### src/rtl/multicycle_control_unit.sv
// Multicycle RV32I control unit: Moore FSM sequencing a shared ALU and a unified
// memory port, with ready/request handshake, optional wait timeout and sticky trap.
module multicycle_control_unit #(
  parameter bit          ENABLE_BNE     = 1'b1,
  parameter int unsigned TIMEOUT_CYCLES = 8,
  parameter int unsigned TIMEOUT_W      = 4
) (
  input  logic        clk,
  input  logic        rst,
  input  logic [31:0] instr,
  input  logic        zero,
  input  logic        mem_ready,
  output logic        mem_req,
  output logic        mem_write,
  output logic        adr_sel,
  output logic        ir_write,
  output logic        pc_write,
  output logic        reg_write,
  output logic [1:0]  alu_src_a,
  output logic [1:0]  alu_src_b,
  output logic [1:0]  result_sel,
  output logic [1:0]  imm_sel,
  output logic [2:0]  alu_control,
  output logic        fault,
  output logic [3:0]  state_o
);

  typedef enum logic [3:0] {
    S_FETCH     = 4'd0,
    S_DECODE    = 4'd1,
    S_MEMADR    = 4'd2,
    S_MEMREAD   = 4'd3,
    S_MEMWB     = 4'd4,
    S_MEMWRITE  = 4'd5,
    S_EXECR     = 4'd6,
    S_EXECI     = 4'd7,
    S_ALUWB     = 4'd8,
    S_BRANCH    = 4'd9,
    S_JAL       = 4'd10,
    S_JALR_TGT  = 4'd11,
    S_JALR_LINK = 4'd12,
    S_TRAP      = 4'd13
  } state_e;

  localparam logic [6:0] OP_LOAD   = 7'b0000011;
  localparam logic [6:0] OP_STORE  = 7'b0100011;
  localparam logic [6:0] OP_RTYPE  = 7'b0110011;
  localparam logic [6:0] OP_ITYPE  = 7'b0010011;
  localparam logic [6:0] OP_BRANCH = 7'b1100011;
  localparam logic [6:0] OP_JAL    = 7'b1101111;
  localparam logic [6:0] OP_JALR   = 7'b1100111;

  localparam logic [2:0] ALU_ADD = 3'b000;
  localparam logic [2:0] ALU_SUB = 3'b001;
  localparam logic [2:0] ALU_AND = 3'b010;
  localparam logic [2:0] ALU_OR  = 3'b011;
  localparam logic [2:0] ALU_SLT = 3'b101;

  localparam logic [TIMEOUT_W-1:0] WAIT_LAST = TIMEOUT_W'(TIMEOUT_CYCLES - 1);

  state_e               state_q, state_d;
  logic [TIMEOUT_W-1:0] wait_q, wait_d;
  logic                 fault_q, fault_d;

  logic [6:0] opcode;
  logic [2:0] funct3;
  logic       funct7_5;
  logic       legal_alu_f3;
  logic       legal_br_f3;
  logic       in_wait;
  logic       unused_instr;

  assign opcode       = instr[6:0];
  assign funct3       = instr[14:12];
  assign funct7_5     = instr[30];
  assign unused_instr = ^{instr[31], instr[29:15], instr[11:7]};
  assign legal_alu_f3 = (funct3 == 3'b000) || (funct3 == 3'b010) ||
                        (funct3 == 3'b110) || (funct3 == 3'b111);
  assign legal_br_f3  = (funct3 == 3'b000) || (ENABLE_BNE && (funct3 == 3'b001));

  assign state_o = state_q;
  assign fault   = fault_q;

  function automatic logic [2:0] alu_op(input logic [2:0] f3, input logic sub);
    case (f3)
      3'b000:  alu_op = sub ? ALU_SUB : ALU_ADD;
      3'b010:  alu_op = ALU_SLT;
      3'b110:  alu_op = ALU_OR;
      3'b111:  alu_op = ALU_AND;
      default: alu_op = ALU_ADD;
    endcase
  endfunction

  // State, wait counter and trap flag registers
  always_ff @(posedge clk or posedge rst) begin
    if (rst) begin
      state_q <= S_FETCH;
      wait_q  <= '0;
      fault_q <= 1'b0;
    end else begin
      state_q <= state_d;
      wait_q  <= wait_d;
      fault_q <= fault_d;
    end
  end

  // Next-state and output decode
  always_comb begin
    state_d     = state_q;
    mem_req     = 1'b0;
    mem_write   = 1'b0;
    adr_sel     = 1'b0;
    ir_write    = 1'b0;
    pc_write    = 1'b0;
    reg_write   = 1'b0;
    alu_src_a   = 2'b00;
    alu_src_b   = 2'b00;
    result_sel  = 2'b00;
    alu_control = ALU_ADD;
    in_wait     = 1'b0;

    case (opcode)
      OP_STORE:  imm_sel = 2'b01;
      OP_BRANCH: imm_sel = 2'b10;
      OP_JAL:    imm_sel = 2'b11;
      default:   imm_sel = 2'b00;
    endcase

    case (state_q)
      S_FETCH: begin
        in_wait    = 1'b1;
        mem_req    = 1'b1;
        alu_src_b  = 2'b10;
        result_sel = 2'b10;
        if (mem_ready) begin
          ir_write = 1'b1;
          pc_write = 1'b1;
          state_d  = S_DECODE;
        end
      end
      S_DECODE: begin
        alu_src_a = 2'b01;
        alu_src_b = 2'b01;
        case (opcode)
          OP_LOAD, OP_STORE: state_d = S_MEMADR;
          OP_RTYPE:  state_d = legal_alu_f3 ? S_EXECR : S_TRAP;
          OP_ITYPE:  state_d = legal_alu_f3 ? S_EXECI : S_TRAP;
          OP_BRANCH: state_d = legal_br_f3 ? S_BRANCH : S_TRAP;
          OP_JAL:    state_d = S_JAL;
          OP_JALR:   state_d = S_JALR_TGT;
          default:   state_d = S_TRAP;
        endcase
      end
      S_MEMADR: begin
        alu_src_a = 2'b10;
        alu_src_b = 2'b01;
        state_d   = (opcode == OP_STORE) ? S_MEMWRITE : S_MEMREAD;
      end
      S_MEMREAD: begin
        in_wait = 1'b1;
        mem_req = 1'b1;
        adr_sel = 1'b1;
        if (mem_ready) state_d = S_MEMWB;
      end
      S_MEMWB: begin
        result_sel = 2'b01;
        reg_write  = 1'b1;
        state_d    = S_FETCH;
      end
      S_MEMWRITE: begin
        in_wait   = 1'b1;
        mem_req   = 1'b1;
        mem_write = 1'b1;
        adr_sel   = 1'b1;
        if (mem_ready) state_d = S_FETCH;
      end
      S_EXECR: begin
        alu_src_a   = 2'b10;
        alu_control = alu_op(funct3, funct7_5);
        state_d     = S_ALUWB;
      end
      S_EXECI: begin
        alu_src_a   = 2'b10;
        alu_src_b   = 2'b01;
        alu_control = alu_op(funct3, 1'b0);
        state_d     = S_ALUWB;
      end
      S_ALUWB: begin
        reg_write = 1'b1;
        state_d   = S_FETCH;
      end
      S_BRANCH: begin
        alu_src_a   = 2'b10;
        alu_control = ALU_SUB;
        pc_write    = funct3[0] ? ~zero : zero;
        state_d     = S_FETCH;
      end
      S_JAL: begin
        alu_src_a = 2'b01;
        alu_src_b = 2'b10;
        pc_write  = 1'b1;
        state_d   = S_ALUWB;
      end
      S_JALR_TGT: begin
        alu_src_a = 2'b10;
        alu_src_b = 2'b01;
        state_d   = S_JALR_LINK;
      end
      S_JALR_LINK: begin
        alu_src_a = 2'b01;
        alu_src_b = 2'b10;
        pc_write  = 1'b1;
        state_d   = S_ALUWB;
      end
      default: state_d = S_TRAP;
    endcase

    // A ready in the final allowed wait cycle still takes the normal transition
    if (in_wait && !mem_ready && (TIMEOUT_CYCLES != 0) && (wait_q == WAIT_LAST)) begin
      state_d = S_TRAP;
    end
  end

  // Wait counter and sticky fault
  always_comb begin
    wait_d  = wait_q;
    fault_d = fault_q | (state_d == S_TRAP);
    if (state_d != state_q) begin
      wait_d = '0;
    end else if (in_wait && !mem_ready) begin
      wait_d = wait_q + TIMEOUT_W'(1);
    end
  end

endmodule

### config.mk
export PLATFORM = sky130hd
export DESIGN_NAME = multicycle_control_unit
export DESIGN_NICKNAME = d
export VERILOG_FILES = /design/src/rtl/multicycle_control_unit.sv
export SDC_FILE = /design/constraint.sdc
export NUM_CORES = 1
export LEC_CHECK = 0
export CAP_MARGIN = 20
export CORE_ASPECT_RATIO = 0.75
export CORE_MARGIN = 2
export CORE_UTILIZATION = 39
export DETAILED_ROUTE_END_ITERATION = 16
export PLACE_DENSITY = 0.91
export SLEW_MARGIN = 25
export SYNTH_ARGS = -nofsm -noshare
export SYNTH_HDL_FRONTEND = slang
export SYNTH_SLANG_ARGS = --single-unit
### constraint.sdc
create_clock -name clk -period 2.07 [get_ports clk]
set_input_delay 0.414 -clock clk [delete_from_list [all_inputs] [get_ports clk]]
set_output_delay 0.414 -clock clk [all_outputs]
set_load 0.005 [all_outputs]
# Yosys cells after proc, flatten, opt, wreduce, memory -nomap -nowiden

Cells that the tools add are included.

Bits in registers: 9
Bits in latches: 0
RAM bits: 0
ROM bits: 0
Bits of input ports: 36
Output and inout port bits: 22
Word-level logic and storage cells: 81
Memories kept: 0

Add/subtract/negate cells: 1
Multipliers: 0
Div/mod/pow operators: 0
$lt $le $gt $ge: 0
Equal/unequal tests: 26
Shift operators: 0
Mux-type cells: 28
Bitwise operators: 2
Reductions and logical operators: 21

Operators with widths:

| cell                  | count |
|---|---|
| $mux W4               | 8 |
| $pmux W4 S8           | 1 |
| $eq A4 B4 Y1 const B  | 6 |
| $pmux W4 S6           | 1 |
| $eq A7 B7 Y1 const B  | 3 |
| $eq A4 B3 Y1 const B  | 5 |
| $pmux W3 S3           | 2 |
| $eq A7 B6 Y1 const B  | 2 |
| $pmux W2 S2           | 3 |
| $pmux W3 S4           | 1 |
| $reduce_or A3 Y1      | 4 |
| $eq A4 B2 Y1 const B  | 2 |
| $mux W1               | 8 |
| $reduce_or A2 Y1      | 4 |
| $reduce_or A4 Y1      | 2 |
| $eq A7 B2 Y1 const B  | 1 |
| $eq A7 B5 Y1 const B  | 1 |
| $eq A3 B3 Y1 const B  | 2 |
| $mux W3               | 2 |
| $pmux W2 S3           | 1 |
| $reduce_or A5 Y1      | 1 |
| $add A4 B1 Y4 const B | 1 |
| $eq A4 B1 Y1 const B  | 1 |
| $logic_not A4 Y1      | 1 |
| other kinds (11)      | 15 |

# Depth between registers and ports, before layout

Gate-level depths: netlist of the first run.

Depth in word-level cells: 10
Mapped depth: 7
Depth with buffers taken out: 6

# Worst setup path after synthesis of the first run

No wires, ideal clock.

Path kind: reg2out
From: register state_q[2] (netlist: state_o[2])
To: output port alu_src_b[0]
Arrival: 1,351 ps
Data required time: 1,656 ps
Setup slack: 305 ps
Cell stages (with the launch flop): 5
Path buffers: 1
Cells stage by stage: dfrtp_1 clkbuf_8 or2_2 mux2_2 o21ai_0

Word-level cells in the longest chain between the ends: 3
Elaborated cells on any way between the ends: 10
Classes of those cells: eq/ne: 6; mux: 1; reduce/logical: 3

Ends and longest elaborated chain:

| element                                                                      | RTL line | RTL |
|---|---|---|
| start, declared                                                              | 61       | `state_e state_q, state_d;` |
| start signal, assigned                                                       | 101      | `state_q <= state_d;` |
| $eq A4 B3 Y1, or another cell as far along                                   | 129      | `case (state_q)` |
| $reduce_or A4 Y1 (no source line) / $reduce_or A3 Y1 (equally long branches) | --       |  |
| $pmux W2 S2 (*)                                                              | 129      |  |
| end, declared                                                                | 20       | `output logic [1:0] alu_src_b,` |

Every way passes the cells marked *; elsewhere a longest branch is shown, timed or not.

# Final worst setup path of the first run

From: input port instr[12]
To: register wait_q[1]

Word-level cells in the longest chain between the ends: 10
Elaborated cells on any way between the ends: 18
Classes of those cells: eq/ne: 5; mux: 7; reduce/logical: 6

Ends and longest elaborated chain:

| element                                                 | RTL line | RTL |
|---|---|---|
| start, declared                                         | 10       | `input logic [31:0] instr,` |
| $eq A3 B2 Y1 / $logic_not A3 Y1 (equally long branches) | 77, 79   |  |
| $logic_or A1 B1 Y1 (2 in a row)                         | 77       | `assign legal_alu_f3 = (funct3 == 3'b000) \|\| (funct3 == 3'b010) \|\|` |
| $logic_or A1 B1 Y1                                      | 78       | `(funct3 == 3'b110) \|\| (funct3 == 3'b111);` |
| $mux W4 (on tied branches)                              | 146, 147 |  |
| $pmux W4 S6 (*)                                         | 144      | `case (opcode)` |
| $pmux W4 S8 (*)                                         | 129      |  |
| $mux W4 (*)                                             | 219      | `if (in_wait && !mem_ready && (TIMEOUT_CYCLES != 0) && (wait_q == WAIT_LAST)) begin` |
| $ne A4 B4 Y1 (*)                                        | 228      | `if (state_d != state_q) begin` |
| $mux W4 / $reduce_bool A2 Y1 (equally long branches)    | --       |  |
| end signal, assigned                                    | 102      | `wait_q <= wait_d;` |
| end, declared                                           | 62       | `logic [TIMEOUT_W-1:0] wait_q, wait_d;` |

Marked as above.
A chain may end at the register's enable or synchronous reset.

==> results of run 1 <==
-- cell usage after synthesis (3+ instances only) --
library cell	n	share of area (%)
nand2b_1	4	2.4
or2_2	3	1.8
xor2_1	3	2.5
o21ai_0	8	3.8
inv_1	6	2.1
a211oi_1	3	2.1
nor2_1	16	5.7
nand3_1	4	1.9
clkbuf_8	5	6.5
dfrtp_1	9	21
nor4_1	4	2.4
or3_1	3	1.8
a21oi_1	8	3.8
nand2_1	16	5.7
nor3_1	4	1.9
-- timing repair --
| action | in CTS | in global routing |
|---|---|---|
| setup endpoints to repair | 21 | 21 |
| resized for setup | 29 | 43 |
| pin swaps | 4 | 8 |
| buffers inserted | 2 | 3 |
-- cells by family after synthesis --
family | count (synthesis)
AOI/OAI and AO/OA | 40
buffers and inverters | 13
xor gates and xnor gates | 5
DFF | 9
adders and majority gates | 1
muxes | 2
and+or+nand+nor | 67
-- sequential cells by signal (all words and copies together), names as in the netlist --
signal and cells:
fault 1, wait_q 4, state_o 4
-- stage by stage --
stage / instances / util (%) / instance area [um^2] / worst slack, ns / hold slack, ns
6_report: 246 / 73.2 / 1890 / -0.0736 / 0.395
5_1_grt: 246 / 73.2 / 1890 / -0.158 / 0.444
4_1_cts: 243 / 67.4 / 1740 / -0.216 / 0.395
3_5_place_dp: 237 / 63.5 / 1640 / -0.358 / 0.467
3_3_place_gp: 237 / 63.5 / 1640 / -0.317 / 0.464
2_1_floorplan: 137 / - / 1060 / 0.305 / 0.242
-- worst min path at each step --
stage                  to  cells past startpoint  slack (ns)
6_report            fault                      2        0.39
5_1_grt             fault                      2        0.44
4_1_cts        state_o[3]                      2        0.39
3_5_place_dp        fault                      1        0.47
3_3_place_gp        fault                      1        0.46
2_1_floorplan       fault                      1        0.24
-- layout make-up --
| type | instances | area share, % |
|---|---|---|
| clock buffer | 4 | 1.39 |
| sequential | 9 | 12.2 |
| tap | 36 | 2.38 |
| multi-input combinational | 115 | 46.1 |
| timing repair buffer | 76 | 36.8 |
| inverter | 6 | 1.19 |
-- where the power goes --
group          internal [mW]  total [mW]  switching (mW)
combinational          0.798        1.57           0.774
sequential             0.217       0.279          0.0624
clock                 0.0743       0.136          0.0613
-- per-layer routing --
metal  track usage (%)  vias up  wire length [um]
met2              36.1       78              1830
met3              5.31       13               300
met1              29.1      622              1560
met4              7.25        0                67
met5                 0        -                 0
li1                  -      654                 -
==> flow_metrics.tcl, run 1 <==
set metrics [dict create \
    status "complete, but fails checks" \
    violations "setup timing" \
    synth.avg_cell_area_um2 7.71 \
    grt_usage_pct 22.3 \
    clkLatencyLatePin_ns 0.26 \
    fmax_mhz 466 \
    ys_types 49 \
    cts_buffers 3 \
    core_area_um2 2580 \
    start_util_pct 40.9 \
    fill_cells 178 \
    drc_errors 0 \
    synth-compound-area-share_pct 27.5 \
    path_class "in2reg" \
    core.rowCount 16 \
    ff_latch_area_um2 230 \
    numPortBuffers 36 \
    layout_min_cycle_time_ns 2.14 \
    synth_edf_count 0 \
    rr_endpoint "wait_q[1]" \
    cp-end-kind "flip-flop" \
    crit_required_ns 2.23 \
    antenna_found_initial 0 \
    drv_cap 0 \
    ys.warnings.count 0 \
    dp_hpwl_mm 2.52 \
    synth_top_family_by_area "simple AND/OR/NAND/NOR gates" \
    timing.rr.start "state_o[2]" \
    drt_pass1_iterations 4 \
    dieHeight_um 49.1 \
    final_common_cell "buf_4" \
    p_total_mw 1.99 \
    routabilityCongestion 0.954 \
    tritoncts "done" \
    grt_max_degree 15 \
    reg2regPathDepth 8 \
    drtIter0Drc 85 \
    diodes 0 \
    areaGrowthSynthToFinish_pct 79.0 \
    viasPerCell 5.56 \
    syn_area_um2 1060 \
    synth_seq_cells 9 \
    ys_async_sr_fraction_pct 100 \
    die_w_um 64.1 \
    cp-start-kind "primary input" \
    synth-xor-area-share_pct 4.15 \
    wire_per_inst_um 15.3 \
    hold_buffers 0 \
    synth_ff_type "dfrtp_1" \
    irDropWorstVdd_mv 0.568 \
    grt_remaining_overflow 0 \
    syn_inst 137 \
    final-setup-viol-count 3 \
    crit_family "compound AO/OA/AOI/OAI gates" \
    syn-num-nets 174 \
    routed_wirelength_mm 3.76 \
    crit_chain "clkdlybuf4s50_1 > or2_4 > a311oi_4 > a2bb2oi_1 > o211a_1 > nand3_4 > nor4_1" \
    synth_fa_ha_area_share_pct 1.18 \
    crit_end "wait_q[1]" \
    hold_violations 0 \
    cts_root_buffer "clkbuf_4" \
    clkSinkCount 9 \
    powerDensity_nw_per_um2 1050 \
    final_cell_mix "buf_4, nand2_1, nor2_1" \
    dieArea_um2 3140 \
    multiInputGateArea_um2 871 \
    worst_pin_slew_ns 0.372 \
    slowest_stage "clkdlybuf4s50_1" \
    yosys.area_share.simple_pct 33.6 \
    setup_ws_ns -0.0736 \
    cts_max_path_buffers 2 \
    clk_pin_slew_ns 0.06 \
    drive_gt1_share_pct 38.6 \
    drv_slew 0 \
    rsz0062_at_grt "yes" \
    ys_seq_area_share_pct 21.3 \
    worstPathArrival_ns 2.31 \
    grt_pass1_wl_mm 5.47 \
    power_leakage_nw 0.982 \
    num_io_pins 58 \
    crit_start "instr[12]" \
    htreeDepth 1 \
    cp.depth 7 \
    finalNetCount 248 \
    hold_path.class "in2async" \
    final_antenna_net_count 0 \
    worstPathMaxFanout 4 \
    crit_buf_inv 1 \
    vias 1367 \
    skew_ns 0.00264 \
    synthMuxAreaShare_pct 2.01 \
    grt_pass1_vias 1160 \
    tns_ns -0.179 \
    regToRegSetupSlack_ns 0.01 \
    cpPeakStageDelay_ns 0.41 \
    relSlewSlack_pct 74.9 \
    min_period_over_period_pct 104 \
]
Power figures use the tool's default switching activity.
==> run 2, diff against run 1 <==
CORE_UTILIZATION = 42   (was 39)
PLACE_DENSITY = 0.95   (was 0.91)
clock period = 2.6 ns   (was 2.07 ns; I/O delays follow)
==> run 2 against run 1 <==
The run now ends clean. Sequential power fell by 9.0%. Worst setup slack better by 0.12 ns. Register-to-register slack improved by 0.28 ns. Critical endpoint is now pc_write. Largest power group unchanged.
==> flow_metrics.tcl, run 2 (synthesized netlist as in run 1, its figures left out) <==
set metrics [dict create \
    worstPathArrival_ns 2.03 \
    hold_violations 0 \
    dp_hpwl_mm 2.57 \
    grt_pass1_wl_mm 5.58 \
    final_cell_mix "clkdlybuf4s50_1, buf_4, nand2_1" \
    relSlewSlack_pct 68.4 \
    crit_required_ns 2.08 \
    hold_buffers 0 \
    worstPathMaxFanout 9 \
    numPortBuffers 36 \
    hold_path.class "reg2reg" \
    diodes 0 \
    wire_per_inst_um 17.2 \
    power_leakage_nw 0.669 \
    final_common_cell "clkdlybuf4s50_1" \
    path_class "reg2out" \
    whs_path_depth 1 \
    clkSinkCount 9 \
    worst_pin_slew_ns 0.474 \
    skew_ns 0.00305 \
    core_area_um2 2350 \
    clkLatencyLatePin_ns 0.26 \
    ff_latch_area_um2 229 \
    final_antenna_net_count 0 \
    cpPeakStageDelay_ns 0.53 \
    htreeDepth 1 \
    drtIter0Drc 192 \
    drv_slew 0 \
    tritoncts "done" \
    status "completed" \
    dieHeight_um 47.4 \
    slowest_stage "clkdlybuf4s50_1" \
    final-setup-viol-count 0 \
    clk_pin_slew_ns 0.06 \
    reg2regPathDepth 8 \
    grt_pass1_vias 1180 \
    grt_max_degree 14 \
    irDropWorstVdd_mv 0.351 \
    fill_cells 157 \
    grt_usage_pct 25.9 \
    grt_remaining_overflow 0 \
    drive_gt1_share_pct 25.7 \
    dieArea_um2 2940 \
    viasPerCell 6.18 \
    cts_buffers 3 \
    drc_errors 0 \
    routed_wirelength_mm 3.81 \
    cp-start-kind "flip-flop" \
    cp-end-kind "output pin" \
    stdcell_area_um2 1600 \
    areaGrowthSynthToFinish_pct 51.7 \
    antenna_found_initial 0 \
    drv_cap 0 \
    core.rowCount 15 \
    powerDensity_nw_per_um2 830 \
    vias 1366 \
    p_total_mw 1.33 \
    routabilityCongestion 0.895 \
    finalNetCount 225 \
    cts_max_path_buffers 2 \
    multiInputGateArea_um2 801 \
    die_w_um 61.9 \
    cts_root_buffer "clkbuf_4" \
    num_io_pins 58 \
    crit_chain "nor2_2 > nand2_1 > nand2_1 > o21ai_0 > o21ai_0 > clkdlybuf4s50_1" \
    layout_min_cycle_time_ns 2.55 \
    fmax_mhz 392 \
    min_period_over_period_pct 98.2 \
    drt_pass1_iterations 6 \
    placed_cell_area_um2 1480 \
    start_util_pct 45.0 \
]
-- run 2: layer usage --
| layer | global-route usage [%] | wire length (um) | up-vias | share of wire, % |
|---|---|---|---|---|
| li1 | - | - | 608 | - |
| met1 | 35.7 | 1490 | 635 | 39 |
| met2 | 42.7 | 1810 | 106 | 48 |
| met3 | 3.24 | 383 | 17 | 10 |
| met4 | 8.51 | 120 | 0 | 3.2 |
| met5 | 0 | 0 | - | 0 |
-- run 2: worst max-delay path, delay by kind of cell (launching register included) --
kind                   cells  cell delay [ns]
AND/OR/NAND/NOR            3             0.57
buffers and inverters      1             0.53
AO/OA/AOI/OAI              2             0.18
flip-flops                 1             0.48
-- run 2: layout make-up --
cell class / count / area share, %
multi-input combinational: 115 / 50.0
timing repair buffer: 53 / 30.0
sequential: 9 / 14.3
tap: 34 / 2.66
clock buffer: 4 / 1.64
inverter: 6 / 1.41
-- run 2: worst paths after layout --
kind                       slack [ns]       start    endpoint
min                              0.48       fault       fault
max                              0.05  state_o[2]    pc_write
max reg2reg                      0.29  state_o[0]   wait_q[3]
min reg2reg                      0.48       fault       fault
min in group asynchronous        0.52         rst  state_o[1]
max in group asynchronous        1.80         rst  state_o[0]
-- run 2: power by group --
part / internal (mW) / switching [mW]
Combinational: 0.475 / 0.491
Clock: 0.0592 / 0.0497
Sequential: 0.171 / 0.0828
Total: 0.705 / 0.624
-- run 2: metrics by stage --
stage	instances	setup WS [ns]	TNS [ns]	utilization (%)	hold slack, ns
floorplan	137	0.729	0	-	0.348
global placement	214	0.00131	0	63.0	0.468
detailed placement	214	-0.0490	-0.0591	63.0	0.467
CTS	221	0.0115	0	65.7	0.485
global route	221	-0.0664	-0.0772	68.3	0.512
finish	221	0.0458	0	68.3	0.483
-- run 2: repair_timing --
action | CTS | global route
setup buffers | 3 | 0
endpoints found under the setup margin | 5 | 10
pin swaps | 2 | 1
endpoints found under the hold margin | 0 | 0
resized for setup | 9 | 14
==> run 3, diff against run 2 <==
CORE_UTILIZATION = 45   (was 42)
DONT_BUFFER_PORTS = 1   (was default)
PLACE_DENSITY = 0.7   (was 0.95)
==> run 3 against run 2 <==
Worst setup slack better by 0.15 ns. Non-clock buffer count is 50 lower. Clock skew hardly changed. Critical path depth is 3 lower. Critical endpoint is now mem_req. Largest cell class unchanged. Highest routed layer is now met3.
==> flow_metrics.tcl, run 3 (synthesized netlist as in run 1, its figures left out) <==
set metrics [dict create \
    hold_path.class "in2async" \
    layout_min_cycle_time_ns 2.41 \
    switching_share_pct 52.1 \
    drt_pass1_iterations 4 \
    areaGrowthSynthToFinish_pct -0.474 \
    timing.rr.start "state_o[2]" \
    status "completed" \
    drive_gt1_share_pct 13.1 \
    internal_power_uw 457 \
    hold_buffers 0 \
    final-setup-viol-count 0 \
    vias 1037 \
    viasPerCell 6.40 \
    worstPathArrival_ns 1.89 \
    worstPathMaxFanout 15 \
    reg2regPathDepth 6 \
    power_leakage_nw 0.446 \
    p_switching_uw 498 \
    tritoncts "done" \
    hold_violations 0 \
    grt_usage_pct 19.3 \
    powerDensity_nw_per_um2 908 \
    fin_util_pct 46.7 \
    rsz0062_at_grt "no" \
    crit_end "mem_req" \
    placed_cell_area_um2 1020 \
    ff_latch_area_um2 225 \
    core.rowCount 15 \
    finalNetCount 175 \
    worst_pin_slew_ns 0.505 \
    dieArea_um2 2750 \
    crit_start "state_o[2]" \
    routabilityCongestion 0.937 \
    cts_buffers 3 \
    stdcell_area_um2 1050 \
    tns_ns 0 \
    pwr-share-comb_pct 63.3 \
    relSlewSlack_pct 66.2 \
    crit_required_ns 2.08 \
    post-place-ws_ns 0.436 \
    dieHeight_um 46.0 \
    multiInputGateArea_um2 723 \
    skew_ns 0.00272 \
    num_io_pins 58 \
    cts_resized 0 \
    clkSinkCount 9 \
    cts_root_buffer "clkbuf_4" \
    final_antenna_net_count 0 \
    start_util_pct 46.9 \
    numPortBuffers 0 \
    irDropWorstVdd_mv 0.544 \
    cp-start-kind "flip-flop" \
    wire_per_inst_um 16.0 \
    routed_wirelength_mm 2.59 \
    regToRegSetupSlack_ns 0.42 \
    drtIter0Drc 80 \
    diodes 0 \
    clk_pin_slew_ns 0.06 \
    grt_max_degree 16 \
    clkLatencyLatePin_ns 0.26 \
    dp_hpwl_mm 2.01 \
    fill_cells 241 \
    grt_pass1_vias 860 \
    core_area_um2 2250 \
    final_cell_mix "nor2_1, nand2_1, dfrtp_1" \
    grt_pass1_wl_mm 3.97 \
    drc_errors 0 \
    fmax_mhz 415 \
    p_seq_share_pct 25.8 \
    cts_setup_buffers 0 \
    die_w_um 59.9 \
    grt_remaining_overflow 0 \
    rr_endpoint "wait_q[3]" \
    drv_slew 0 \
    path_class "reg2out" \
    min_period_over_period_pct 92.6 \
    cts_max_path_buffers 2 \
    htreeDepth 1 \
    p_clk_share_pct 11.0 \
    antenna_found_initial 0 \
    cp-end-kind "output pin" \
    setup_ws_ns 0.192 \
    drv_cap 0 \
]
[run 3: cell types whose count changed in the layout (fill, tap and decap cells not counted), sizes merged]
cell,previous run,this run
buf,17,3
dlygate4sd2,2,0
clkdlybuf4s50,33,0
clkbuf,5,4
[run 3: final cells by class]
| class | count | share of cell area, % |
|---|---|---|
| inverter | 6 | 2.14 |
| multi-input combinational | 115 | 68.8 |
| clock buffer | 4 | 2.50 |
| tap | 25 | 2.98 |
| timing repair buffer | 3 | 2.14 |
| sequential | 9 | 21.4 |
[run 3: metrics by stage]
stage | instances | hold slack [ns] | power [mW]
floorplan | 137 | 0.348 | 0.764
global placement | 158 | 0.379 | 0.824
detailed placement | 158 | 0.391 | 0.838
CTS | 162 | 0.108 | 0.949
global route | 162 | 0.112 | 1.04
finish | 162 | 0.100 | 0.954
[run 3: power groups by stage]
stage | registers (mW) | clock network, mW | logic [mW]
after floorplan | 0.206 | 0 | 0.558
after global placement | 0.244 | 0 | 0.580
after detailed placement | 0.247 | 0 | 0.591
after CTS | 0.244 | 0.110 | 0.596
after global routing | 0.252 | 0.120 | 0.673
final | 0.246 | 0.105 | 0.604
[run 3: how the worst min path moves through the flow]
stage | to | cells past startpoint
finish | wait_q[2] | 1
global route | fault | 1
CTS | wait_q[2] | 1
detailed placement | fault | 1
global placement | fault | 1
floorplan | fault | 1
[run 3: metal layers]
metal  GRT usage (%)  wire [um]  vias to the layer above
li1                -          -                      502
met1            28.2       1270                      485
met2            27.8       1090                       50
met3            6.82        232                        0
met4            2.67          0                        0
met5               0          0                        -
[run 3: worst max-delay path, cell delays in order, from the launching register on]
cell     delay, ns
dfrtp_1       0.63
xor2_1        0.42
nor3b_1       0.39
or2_2         0.19
